### src/rtl/reg_file_sb.sv
// rtl/reg_file_sb.sv - multi-read-port register file with pending scoreboard and bulk-clear engine
module reg_file_sb #(
    parameter int DATA_WIDTH = 32,
    parameter int ADDR_WIDTH = 5,
    parameter int NUM_READ   = 2,
    parameter int ZERO_REG   = 1
) (
    input  logic                           CLK,
    input  logic                           RST_N,
    input  logic                           writeEnable,
    input  logic [ADDR_WIDTH-1:0]          writeAddress,
    input  logic [DATA_WIDTH-1:0]          writeData,
    input  logic                           reserveEnable,
    input  logic [ADDR_WIDTH-1:0]          reserveAddress,
    input  logic [NUM_READ*ADDR_WIDTH-1:0] readAddress,
    output logic [NUM_READ*DATA_WIDTH-1:0] readData,
    output logic [NUM_READ-1:0]            readPending,
    input  logic                           clearStart,
    output logic                           clearBusy
);

    localparam int DEPTH = 2 ** ADDR_WIDTH;

    localparam logic [0:0] ST_IDLE  = 1'b0;
    localparam logic [0:0] ST_CLEAR = 1'b1;

    localparam logic [ADDR_WIDTH-1:0] LAST_IDX = ADDR_WIDTH'(DEPTH - 1);

    logic [DATA_WIDTH-1:0] mem_q [DEPTH];
    logic [DATA_WIDTH-1:0] mem_d [DEPTH];
    logic [DEPTH-1:0]      pend_q;
    logic [DEPTH-1:0]      pend_d;
    logic [0:0]            state_q;
    logic [0:0]            state_d;
    logic [ADDR_WIDTH-1:0] cnt_q;
    logic [ADDR_WIDTH-1:0] cnt_d;

    logic wr_eff;
    logic rs_eff;

    // Writes and reserves only take effect in IDLE; register 0 is immune when hardwired
    always_comb begin
        wr_eff = (state_q == ST_IDLE) && writeEnable &&
                 !((ZERO_REG != 0) && (writeAddress == '0));
        rs_eff = (state_q == ST_IDLE) && reserveEnable &&
                 !((ZERO_REG != 0) && (reserveAddress == '0));
    end

    // Next-state: normal write/reserve in IDLE, one register per edge wiped in CLEAR
    always_comb begin
        mem_d   = mem_q;
        pend_d  = pend_q;
        state_d = state_q;
        cnt_d   = cnt_q;
        case (state_q)
            ST_IDLE: begin
                if (wr_eff) begin
                    mem_d[writeAddress]  = writeData;
                    pend_d[writeAddress] = 1'b0;
                end
                // Reserve is applied after the write so a new in-flight producer wins
                if (rs_eff) begin
                    pend_d[reserveAddress] = 1'b1;
                end
                cnt_d = '0;
                if (clearStart) begin
                    state_d = ST_CLEAR;
                end
            end
            ST_CLEAR: begin
                mem_d[cnt_q]  = '0;
                pend_d[cnt_q] = 1'b0;
                if (cnt_q == LAST_IDX) begin
                    state_d = ST_IDLE;
                    cnt_d   = '0;
                end else begin
                    cnt_d = cnt_q + ADDR_WIDTH'(1);
                end
            end
            default: begin
                state_d = ST_IDLE;
                cnt_d   = '0;
            end
        endcase
    end

    // State registers with asynchronous clear of the whole array
    always_ff @(posedge CLK or negedge RST_N) begin
        if (!RST_N) begin
            for (int i = 0; i < DEPTH; i++) begin
                mem_q[i] <= '0;
            end
            pend_q  <= '0;
            state_q <= ST_IDLE;
            cnt_q   <= '0;
        end else begin
            for (int i = 0; i < DEPTH; i++) begin
                mem_q[i] <= mem_d[i];
            end
            pend_q  <= pend_d;
            state_q <= state_d;
            cnt_q   <= cnt_d;
        end
    end

    // Read ports: zero register first, then same-cycle write bypass, then storage
    always_comb begin
        readData    = '0;
        readPending = '0;
        for (int k = 0; k < NUM_READ; k++) begin
            if ((ZERO_REG != 0) && (readAddress[k*ADDR_WIDTH +: ADDR_WIDTH] == '0)) begin
                readData[k*DATA_WIDTH +: DATA_WIDTH] = '0;
                readPending[k]                       = 1'b0;
            end else if (wr_eff && (writeAddress == readAddress[k*ADDR_WIDTH +: ADDR_WIDTH])) begin
                readData[k*DATA_WIDTH +: DATA_WIDTH] = writeData;
                readPending[k] = rs_eff &&
                                 (reserveAddress == readAddress[k*ADDR_WIDTH +: ADDR_WIDTH]);
            end else begin
                readData[k*DATA_WIDTH +: DATA_WIDTH] =
                    mem_q[readAddress[k*ADDR_WIDTH +: ADDR_WIDTH]];
                readPending[k] = pend_q[readAddress[k*ADDR_WIDTH +: ADDR_WIDTH]];
            end
        end
    end

    // Busy flag is simply the CLEAR state, so reset drops it without a clock
    always_comb begin
        clearBusy = (state_q == ST_CLEAR);
    end

endmodule

### config.mk
export PLATFORM = sky130hd
export DESIGN_NAME = reg_file_sb
export DESIGN_NICKNAME = d
export VERILOG_FILES = /design/src/rtl/reg_file_sb.sv
export SDC_FILE = /design/constraint.sdc
export NUM_CORES = 2
export LEC_CHECK = 0
export ABC_AREA = 0
export CORE_MARGIN = 5
export CORE_UTILIZATION = 30
export CTS_BUF_LIST = sky130_fd_sc_hd__clkbuf_4 sky130_fd_sc_hd__clkbuf_8 sky130_fd_sc_hd__clkbuf_16
export DETAILED_ROUTE_END_ITERATION = 6
export MAX_ROUTING_LAYER = met4
export PLACE_DENSITY = 0.5
export SLEW_MARGIN = 10
export SYNTH_ARGS = -nofsm -noshare
export SYNTH_HDL_FRONTEND = slang
export SYNTH_SLANG_ARGS = --single-unit
### constraint.sdc
create_clock -name CLK -period 1.9 [get_ports CLK]
set_input_delay 0.19 -clock CLK [delete_from_list [all_inputs] [get_ports CLK]]
set_output_delay 0.19 -clock CLK [all_outputs]
set_load 0.01 [all_outputs]
Word-level counts from Yosys, hierarchy flattened --
Cells that the tools add are included.
Storage, ports and cells: register bits after elaboration 1062, word-level logic and storage cells 127, output and inout bits 67
Operators by class: reduce and logical (&&, ||, !) cells 19, bitwise logic cells 12, equality and inequality tests 6, add/sub/neg operators 1, multiplexer cells 40, order comparisons 14
Operator list (count):
- $pmux 1024 s2 | 1
- $and 1024x1024->1024 | 1
- $bwmux 1024 | 1
- $mux 1024 | 1
- $not 1024->1024 | 1
- $mux 32 | 13
- $bmux 32 s5 | 2
- $demux 32 s5 | 2
- $and 32x32->32 | 2
- $not 32->32 | 2
- $pmux 32 s2 | 1
- $or 32x32->32 | 1
- $lt 5x6->1 const B | 5
- $ge 6x6->1 const B | 4
- $not 5->6 | 4
- $eq 5x5->1 | 4
- $logic_not 5->1 | 4
- $demux 1 s5 | 3
- $ge 5x1->1 const B | 3
- $logic_and 1x1->1 | 13
- $lt 6x1->1 const B | 2
- $mux 1 | 11
- $bmux 1 s5 | 2
- $pmux 5 s2 | 1
- other kinds (7) | 8

Longest topological paths before layout --
depth in word-level cells 11, depth in mapped cells 11, gate-level depth less buffers 6

Worst setup path before layout --
No wires, ideal clock.
path kind input port to output port, start input readAddress[0], end output readData[17], data arrival time 1.799 ns, stages on the path 8, slack -0.089 ns, cell sequence buf_4 -> buf_6 -> buf_2 -> mux4_2 -> a22oi_1 -> o21ai_0 -> nor3_1 -> nor2_1
On the way: longest elaborated chain between the ends 6, elaborated cells between the ends (all ways) 9, those cells by class eq/ne: 1; mux: 5; bitwise: 1; reduce/logical: 2
Ends and longest elaborated chain:
- start: declaration | line 15 | input logic [NUM_READ*ADDR_WIDTH-1:0] readAddress,
- $not 5->6 (implied by the code) | line 120 | mem_q[readAddress[k*ADDR_WIDTH +: ADDR_WIDTH]];
- $bmux 32 s5 | line 120
- $mux 32 (implied by the code) (2 in a row) | line 120
- $mux 32 | line 114 | end else if (wr_eff && (writeAddress == readAddress[k*ADDR_WIDTH +: ADDR_WIDTH])) begin
- $mux 32 (*) | line 111 | if ((ZERO_REG != 0) && (readAddress[k*ADDR_WIDTH +: ADDR_WIDTH] == '0)) begin
- end: declaration | line 16 | output logic [NUM_READ*DATA_WIDTH-1:0] readData,
Every way passes the cells marked *; elsewhere a longest branch is shown, timed or not. The select of a mux whose other input is x is not followed.

Worst setup path after layout --
start register state_q (netlist: clearBusy), end output readData[10]
On the way: longest elaborated chain between the ends 6
Ends and longest elaborated chain:
- start: declaration | line 33 | logic [0:0] state_q;
- start signal: assignment | line 101 | state_q <= state_d;
- $not 1->1
- $logic_and 1x1->1 (2 in a row) | line 43 | wr_eff = (state_q == ST_IDLE) && writeEnable &&
- $logic_and 1x1->1 | line 114
- $mux 32 | line 114
- $mux 32 | line 111
Every way passes these cells.

==> results.md <==
- Input/output buffers: 123
- Flop2flop setup slack: -0.46 ns
- Router iterations before antenna repair: 5
- Non-filler cells in the finished layout: 8,315
- Cell area after layout: 80,200 um^2
- Routed wire length per instance: 34.5 um
- VDD IR max: between 0.9 and 1 mV
- Unrepaired setup endpoints after global routing: yes
- Detailed-route DRC error count: 0
- Number of cell rows: 159
- Starting Density: 30.1%
- Most numerous cell in the Yosys netlist: dfrtp_1
- Startpoint Class: flip-flop
- DIE AREA: roughly 200,000 um^2
- Starting DRT DRC Count: 5,823
- CTS H-tree lvls: 3
- Final WL: 287,000 um
- Worst endpoint data arrival time: roughly 2.9 ns
- Setup crit end kind: output port
- Relative slew margins: 39.8%
- Pwr/cell area: between 700 and 800 nW/um^2
- Worst slack, placed: -1.77 ns
- Die W: roughly 440 um
- Vias/cell: 6.10
- Die H: ~440 um
- Asr flop ratio synth: 100%
- FF+latch count, synth: between 1,000 and 1,500
- Cells after synthesis: 4,297
- Vias in the first global route: 51,600
- Placed cell area: 73,300 um^2
- Tmin final: 3.07 ns
- Worst R2R Path Depth: 13
- Initial antenna violation count: 12
- Vias: 50,800
- PnR worst setup slack: -1.17 ns
- Most frequent cells after synthesis: dfrtp_1 (1,062), a22o_1 (1,028), mux4_2 (365)
- Largest cells by area after synthesis: dfrtp_1 (47%), a22o_1 (16%), mux4_2 (15%)
- Critical Path RT: ~1.7 ns
- Fmax achieved: ~0.33 GHz
- Clock slew at reported path FFs: 0.06 ns
- CTS tree: yes
- Outcome: finished, violations left
- Placed cells: between 7,000 and 8,000
- Post-synth EDFFs: 0
- Failing checks: negative setup slack
- Longest Clk Path Bufs: 3
- Worst path max stage delay: 0.37 ns
- Mapped Nets: about 4,400
- Remaining global-route overflow: 0
- Leak: 37.6 nW
- Synthesis-to-layout area growth: 42.4%
- CP Class: flip-flop to output port
- Top-area cell type share of the netlist area: between 40% and 50%
- GPL Wtd Cong: 0.964
- Total track usage: 29.2%
- Most used DFF post-synth: dfrtp_1
- Worst Skew: 0.0259 ns
- WHS Path Cells: 3
- Ys Warns: 0
- Core area: 187,000 um^2
- Worst path cell trace: nor2b_1 > buf_6 > o31a_1 > nand4_2 > buf_12 > nand2b_4 > buf_8 > a211oi_2 > a211o_1 > buf_2
- # fillers: 17,200
- Final ANT Viol Nets: 0
- Post-DP HPWL: a little under 200,000 um
- Final period utilization: 161%
- Slew Limit Fails: 0
- RR Endpoint: mem_q[259]$_DFFE_PN0P_
- Share of layout cells above drive strength 1: 45.8%
- # IOs: about 120
- Total CTS buffers: between 100 and 150
- Fin. Hold Viols: 0
- Post-synthesis sequential area ratio: 47.2%
- Nets: 5,773
- Largest net degree at the start of global routing: 126
- Crit Path Max Fanout: 7
- Hold endpoint: clearBusy$_DFF_PN0_
- Yosys top cell by area: dfrtp_1
- Min-Delay Startpoint: clearStart
- Maxcap violations: 0
- Final count of negative-setup-slack endpoints: between 1,000 and 1,500
- Sum of negative setup slack: -369.86 ns
- Max stage delay cell, worst path: dfrtp_1
- Post-synthesis cell type count: 76
- Clk sink count: 1,062
- Skew-Pair Late Insertion Delay: 0.78 ns
- Critical R2R Launch: clearBusy$_DFF_PN0_
- Synthesized cell area: 56,300 um^2
- Syn avg cell area: 13.1 um^2
- Slew at the pin closest to its max-slew limit: 0.899 ns
- Global-route wire length before repair: 404,000 um
- Hold Path Class: input port to flip-flop
- CTS Root Cell: clkbuf_16
[what timing repair did]
action                                  in CTS  in global routing
endpoints found under the hold margin     1081                  0
gates cloned                                27                  0
endpoints found under the setup margin     955               1083
hold buffers                                 4                  0
resized for setup                          522                136
pin swaps                                   89                 47
buffers inserted                            76                 17
[flip-flops by register name, indices dropped and copies added (netlist names)]
signal / count
cnt_q: 5
mem_q: 1024
pend_q: 32
clearBusy: 1
[power by group]
part	total, mW	switching [mW]	internal [mW]
logic	13.8	7.81	6.04
registers	24.3	0.759	23.6
clock network	24.4	10.5	14.0
total	62.6	19.1	43.6
[cell type report]
cell class              instances  area [um^2]  share of cell area, %
multi-input cells            2676        28500                   35.6
flip-flops and latches       1062        26600                   33.1
repair buffers               1846        17900                   22.3
clock buffers                 169         3520                   4.39
well taps                    2495         3120                   3.89
clock inverters                53          537                  0.669
inverters                       7         26.3                 0.0328
diodes                          7         17.5                 0.0218
[layout by cell type (no fill, tap or decap), types with 34 or more instances in the layout]
master,netlist,final
o21ai_0,90,54
nor2_4,0,42
buf_12,9,243
clkdlybuf4s50_1,0,42
buf_4,31,1383
a22o_1,1028,1026
nand2_1,101,85
clkinv_2,0,36
o22ai_1,61,53
nor2_1,109,71
a21oi_4,0,34
mux2i_1,314,311
a22oi_1,79,68
clkbuf_16,0,119
a221oi_1,79,68
o21ai_1,22,36
buf_6,38,69
mux4_2,365,368
and2_1,40,40
buf_2,98,56
dfrtp_1,1062,1062
[cell families after synthesis]
logic type | share of synthesized area, %
compound gates | 22.4
xor+xnor | 0.342
fa+ha+maj | 0.111
buf+inv | 5.24
flops | 47.2
mux | 21.4
simple gates | 3.36
[critical path: cells and delay by family, from the launching register on]
family	cells	cell delay, ns
simple gates	3	0.41
flops	1	0.37
compound gates	3	0.60
buf+inv	4	0.68
[per-layer routing]
metal | global-route usage, % | share of wire [%] | up-vias
li1 | - | - | 20100
met1 | 37.0 | 39 | 26700
met2 | 43.1 | 44 | 3053
met3 | 5.75 | 8.9 | 864
met4 | 18.1 | 7.8 | 0
met5 | - | 0 | -
[worst max path at each step]
stage / end / slack [ns] / cells after the start / from
final: readData[10] / -1.17 / 10 / clearBusy$_DFF_PN0_
after global routing: readData[12] / -1.20 / 10 / clearBusy$_DFF_PN0_
after CTS: readData[6] / -1.21 / 10 / clearBusy$_DFF_PN0_
after detailed placement: readData[9] / -1.77 / 11 / writeAddress[2]
after global placement: readData[9] / -1.73 / 11 / writeAddress[2]
after floorplan: readData[50] / -0.02 / 10 / readAddress[5]
[through the flow]
stage	total power, mW	hold WS, ns	utilization (%)
2_1_floorplan	29.7	-0.106	-
3_3_place_gp	37.7	0.0878	39.1
3_5_place_dp	37.8	0.0678	39.1
4_1_cts	62.5	0.0334	42.5
5_1_grt	64.2	0.0756	42.8
6_report	62.6	0.0403	42.8
Power figures use the tool's default switching activity.
